<file path="src/rtl/bldc_gate_driver.sv">
// Three-phase centre-aligned PWM with per-phase dead-time FSM and latched fault shutdown.
// Latency: gate drives are registered, one clk after the edge that changes a phase state.
// Backpressure: none; counter free-runs, shutdown forces phases OFF without stopping the PWM timebase.
module bldc_gate_driver #(
    parameter int DIVIDER  = 1,
    parameter int DEADTIME = 4,
    parameter int INVERT_P = 0,
    parameter int INVERT_N = 0
) (
    input  logic       clk,
    input  logic       rst_n,
    input  logic       enable,
    input  logic       fault,
    input  logic [7:0] pwm_u,
    input  logic [7:0] pwm_v,
    input  logic [7:0] pwm_w,
    output logic       u_p,
    output logic       v_p,
    output logic       w_p,
    output logic       u_n,
    output logic       v_n,
    output logic       w_n,
    output logic       en,
    output logic       fault_latched,
    output logic       sync
);

    localparam int PW = (DIVIDER > 1) ? $clog2(DIVIDER) : 1;
    localparam int DW = $clog2(DEADTIME + 1);
    localparam logic [PW-1:0] PRE_MAX = PW'(DIVIDER - 1);
    localparam logic [DW-1:0] DT      = DW'(DEADTIME);
    localparam logic IP = (INVERT_P != 0);
    localparam logic IN = (INVERT_N != 0);

    localparam logic [1:0] ST_OFF  = 2'd0;
    localparam logic [1:0] ST_DEAD = 2'd1;
    localparam logic [1:0] ST_HIGH = 2'd2;
    localparam logic [1:0] ST_LOW  = 2'd3;

    logic [PW-1:0]       pre_q, pre_d;
    logic                tick;
    logic [7:0]          cnt_q, cnt_d;
    logic                up_q, up_d;
    logic                valley;
    logic                sync_q, sync_d;
    logic [2:0][7:0]     shd_q, shd_d;
    logic [2:0]          raw;
    logic [2:0]          raw_q, raw_d;
    logic [2:0][1:0]     st_q, st_d;
    logic [2:0][DW-1:0]  dcnt_q, dcnt_d;
    logic [2:0]          p_q, p_d;
    logic [2:0]          n_q, n_d;
    logic                flt_q, flt_d;
    logic                en_q, en_d;
    logic                halt;

    always_comb begin
        tick   = (pre_q == PRE_MAX);
        pre_d  = tick ? '0 : pre_q + 1'b1;
        cnt_d  = cnt_q;
        up_d   = up_q;
        valley = 1'b0;
        if (tick) begin
            if (up_q) begin
                cnt_d = cnt_q + 8'd1;
                if (cnt_q == 8'd254) up_d = 1'b0;
            end else begin
                cnt_d = cnt_q - 8'd1;
                if (cnt_q == 8'd1) begin
                    up_d   = 1'b1;
                    valley = 1'b1;
                end
            end
        end
        // Duties only take effect at the valley so a mid-period write cannot glitch a pulse.
        sync_d = valley;
        shd_d  = valley ? {pwm_w, pwm_v, pwm_u} : shd_q;
    end

    assign halt = ~enable | flt_q | fault;

    always_comb begin
        flt_d = fault | (enable & flt_q);
        en_d  = enable & ~flt_q & ~fault;
    end

    always_comb begin
        raw    = '0;
        st_d   = st_q;
        dcnt_d = dcnt_q;
        p_d    = '0;
        n_d    = '0;
        for (int i = 0; i < 3; i++) begin
            raw[i] = (shd_q[i] > cnt_q);
            if (halt) begin
                st_d[i]   = ST_OFF;
                dcnt_d[i] = DT;
            end else begin
                case (st_q[i])
                    ST_OFF: begin
                        st_d[i]   = ST_DEAD;
                        dcnt_d[i] = DT;
                    end
                    ST_DEAD: begin
                        // A raw edge inside the gap restarts the full dead time.
                        if (raw[i] != raw_q[i]) begin
                            dcnt_d[i] = DT;
                        end else if (dcnt_q[i] <= DW'(1)) begin
                            st_d[i] = raw[i] ? ST_HIGH : ST_LOW;
                        end else begin
                            dcnt_d[i] = dcnt_q[i] - 1'b1;
                        end
                    end
                    ST_HIGH: begin
                        if (!raw[i]) begin
                            st_d[i]   = ST_DEAD;
                            dcnt_d[i] = DT;
                        end
                    end
                    ST_LOW: begin
                        if (raw[i]) begin
                            st_d[i]   = ST_DEAD;
                            dcnt_d[i] = DT;
                        end
                    end
                    default: begin
                        st_d[i]   = ST_OFF;
                        dcnt_d[i] = DT;
                    end
                endcase
            end
            p_d[i] = (st_d[i] == ST_HIGH);
            n_d[i] = (st_d[i] == ST_LOW);
        end
        raw_d = raw;
    end

    always_ff @(posedge clk or negedge rst_n) begin
        if (!rst_n) begin
            pre_q  <= '0;
            cnt_q  <= '0;
            up_q   <= 1'b1;
            sync_q <= 1'b0;
            shd_q  <= '0;
            raw_q  <= '0;
            st_q   <= {3{ST_OFF}};
            dcnt_q <= {3{DT}};
            p_q    <= '0;
            n_q    <= '0;
            flt_q  <= 1'b0;
            en_q   <= 1'b0;
        end else begin
            pre_q  <= pre_d;
            cnt_q  <= cnt_d;
            up_q   <= up_d;
            sync_q <= sync_d;
            shd_q  <= shd_d;
            raw_q  <= raw_d;
            st_q   <= st_d;
            dcnt_q <= dcnt_d;
            p_q    <= p_d;
            n_q    <= n_d;
            flt_q  <= flt_d;
            en_q   <= en_d;
        end
    end

    assign u_p           = p_q[0] ^ IP;
    assign v_p           = p_q[1] ^ IP;
    assign w_p           = p_q[2] ^ IP;
    assign u_n           = n_q[0] ^ IN;
    assign v_n           = n_q[1] ^ IN;
    assign w_n           = n_q[2] ^ IN;
    assign en            = en_q;
    assign fault_latched = flt_q;
    assign sync          = sync_q;

endmodule

</file>
<file path="config.mk">
export PLATFORM = sky130hd
export DESIGN_NAME = bldc_gate_driver
export DESIGN_NICKNAME = d
export VERILOG_FILES = /design/src/rtl/bldc_gate_driver.sv
export SDC_FILE = /design/constraint.sdc
export NUM_CORES = 1
export LEC_CHECK = 0
export BUFFER_PORTS_ARGS = -buffer_cell sky130_fd_sc_hd__buf_2
export CAP_MARGIN = 25
export CORE_UTILIZATION = 41
export CTS_CLUSTER_DIAMETER = 200
export DETAILED_ROUTE_END_ITERATION = 12
export HOLD_SLACK_MARGIN = 0.06
export SLEW_MARGIN = 20
export SYNTH_ARGS = -nofsm -noshare
export SYNTH_HDL_FRONTEND = slang
export SYNTH_SLANG_ARGS = --single-unit
export TNS_END_PERCENT = 20
</file>
<file path="constraint.sdc">
create_clock -name clk -period 4 [get_ports clk]
set_input_delay 0 -clock clk [delete_from_list [all_inputs] [get_ports clk]]
set_output_delay 0 -clock clk [all_outputs]
set_load 0.1 [all_outputs]
</file>
==> results.md <==
- Syn Area/Cell: 9.73 sq um
- Starting Density: 0.435
- CP required: 4230 ps
- Largest net degree at the start of global routing: 61
- Count leader, synth: nand2_1
- Clock Tree Buf Depth: 2
- Num rows: 31
- Global-route wire length before repair: 12.3 mm
- Layout cells sized above 1: 0.175
- Commonest cells post-synth: nand2_1, dfrtp_1, ha_1
- Peak fanout along the critical path: 6
- Area of the core: 0.00741 sq mm
- Fin util: 0.538
- Area share of the largest cell type after synthesis: 0.435
- Die width: 90.6 um
- Synthesis-stage register bit count: 60
- Crit path DAT: 2840 ps
- Ant diodes: 0
- Fin nets: 463
- Fin. Hold Viols: 0
- Top cells by area, synth: dfrtp_1, ha_1, nand2_1
- Worst Path Class, Setup: reg -> reg
- Final routed DRC violation total: 0
- Clock share of power: 0.474
- Max Clock Skew: 6.49 ps
- Post-synthesis cell type count: 49
- HP Class: in -> reg
- Sw Share: 0.211
- Number of global-route vias before repair: 2765
- Initial drt markers: 86
- Top Metal Used: met4
- Metal2 WL: 3.36 mm
- Status: completed
- Yosys warnings: 0
- Number of synthesized flops with an enable pin: 0
- Critical path capture point type: flop
- PD cells: 321 mW/mm^2
- Switch Pwr: 269 uW
- ANT nets after route: 0
- Final GP Congestion: 0.855
- Met1 WL: 3.00 mm
- Vias/cell: 4.94
- Final worst path period need: 2610 ps
- Setup_tns: 0 ps
- Pleak: 0.00188 uW
- Worst-Margin Slew: 754 ps
- Initial antenna violation count: 0
- F_max: 0.384 GHz
- Area Growth Syn to Fin: 23.9%
- GRT Residual Overflow: 0
- Synth async-reset ratio: 1.00
- Unrepaired setup endpoints after global routing: false
- Synth Instances: 331
- Area of the die: 0.00821 sq mm
- Syn Nets: 393
- Seq pwr share: 0.478
- Slew Viols, Final: 0
- Max-cap violations: 0
- Tot Pwr: 1280 uW
- Postcts setup bufs: 0
- Worst reg2reg path depth: 9
- Die height: 90.6 um
- Synth area leader: dfrtp_1
- TritonCTS Buffers: 9
- Clock root buffer master: clkbuf_8
- I/O Buffers: 36
- Post-route setup slack: 1390 ps
- Routed wire length: 6.70 mm
- H-tree Lvls: 3
- Sequential area share after synthesis: 0.468
- Via count: 2495
- Post-DP HPWL: 4.62 mm
- DR pass1 iterations: 4
- DR WL/cell: 13.3 um
- Clk slew on worst S/H paths: 70 ps
- GRT Overall Usage: 0.190
- Max transition margin: 0.497
- # IOs: 37
- Period utilization: 0.651
- Dominant synthesized flop cell: dfrtp_1
- CTS sink count: 60
- CTS tree: yes
- Skew-Pair Late Insertion Delay: 340 ps
- VDD IR-drop max: 0.207 mV
- P_int: 1010 uW
- Pre-CTS WS: 1410 ps
- CP Launch Type: flop
- Met3 wire length: 165 um
- Part of the power in combinational logic: 0.048
- Final Setup Violations: 0
- Area of the mapped netlist: 0.00322 sq mm
- Hold path depth: 3
[final cells by class]
| cell class | instances | area, sq um |
|---|---|---|
| clock buffer | 14 | 153 |
| clock inverter | 2 | 60.1 |
| fill | 691 | 3420 |
| inverter | 26 | 97.6 |
| multi-input combinational | 239 | 1580 |
| sequential | 60 | 1510 |
| tap | 99 | 124 |
| timing repair buffer | 65 | 465 |
[kinds of logic (layout without fill, tap and decap cells)]
| kind of cell | after synthesis | after routing | synth area share |
|---|---|---|---|
| flip-flops | 60 | 60 | 0.468 |
| buffers and inverters | 32 | 107 | 0.0404 |
| adder cells (fa/ha/maj) | 34 | 34 | 0.132 |
| AO/OA/AOI/OAI | 49 | 49 | 0.106 |
| multiplexers | 7 | 7 | 0.0241 |
| XOR/XNOR | 10 | 10 | 0.0272 |
| AND/OR/NAND/NOR | 139 | 139 | 0.202 |
[cells in the final DEF (no fill, tap or decap), drive strengths merged, types with 2 or more instances in the layout]
master / synthesis / routed
and2: 3 / 3
o211ai: 3 / 3
clkinv: 2 / 2
a211oi: 2 / 2
o21ai: 12 / 12
inv: 24 / 24
mux2: 3 / 3
nor2: 12 / 12
o22ai: 3 / 3
ha: 34 / 34
dfstp: 4 / 4
dlygate4sd3: 0 / 27
or2: 4 / 4
a211o: 2 / 2
xnor2: 10 / 10
nand2b: 4 / 4
a41oi: 2 / 2
nor3: 6 / 6
and4b: 2 / 2
nor2b: 5 / 5
dfrtp: 56 / 56
a21oi: 19 / 19
nand4b: 2 / 2
nand4: 8 / 8
bufinv: 0 / 2
nand3b: 4 / 4
mux2i: 4 / 4
clkbuf: 3 / 14
or4: 2 / 2
buf: 3 / 38
nand2: 82 / 82
nand3: 2 / 2
[metrics by stage]
step	hold WS, ps	cell area (sq um)	cells
after floorplan	-296	3220	331
after global placement	189	3510	462
after detailed placement	191	3510	462
after CTS	120	3990	505
after global routing	141	3990	505
final	131	3990	505
[registers in the layout, indices dropped and copies added, names as in the netlist]
name           count
shd_q             24
p_q                3
n_q                3
dcnt_q             9
cnt_q              8
fault_latched      1
st_q               6
up_q               1
sync               1
raw_q              3
en                 1
[routing by layer]
| layer | up-vias | global-route usage |
|---|---|---|
| met5 | - | 0 |
| met4 | 0 | 0.0954 |
| met3 | 15 | 0.0387 |
| met2 | 36 | 0.340 |
| met1 | 1186 | 0.213 |
| li1 | 1258 | - |
[worst max-delay path, stage by stage (launching register included)]
cell and delay, ps:
dfrtp_1 430, inv_1 160, ha_1 340, nor2b_1 140, o211ai_1 100, a211o_1 260, and2_1 220, mux2i_1 170
o31ai_4 350, mux2_4 330
[timing repair]
action,4_1_cts,5_1_grt
endpoints found under the hold margin,84,0
hold buffers,27,0
resized for setup,0,0
[power by group through the flow]
stage / clock network, uW / logic, uW / registers [uW]
2_1_floorplan: 0 / 6.00 / 630
3_3_place_gp: 0 / 41.7 / 623
3_5_place_dp: 0 / 42.0 / 623
4_1_cts: 620 / 62.2 / 611
5_1_grt: 643 / 68.6 / 612
6_report: 606 / 61.3 / 612
[worst paths after layout]
check | slack, ps | from | to
setup / recovery | 1390 | cnt_q[1] | dcnt_q[4]
hold / removal | 130 | enable | n_q[0]
setup reg to reg | 1390 | cnt_q[1] | dcnt_q[4]
hold reg to reg | 480 | dcnt_q[5] | dcnt_q[5]
max in group asynchronous | 3130 | rst_n | shd_q[12]
min in group asynchronous | 340 | rst_n | shd_q[20]
No activity file was read; power rests on OpenSTA's default activity.
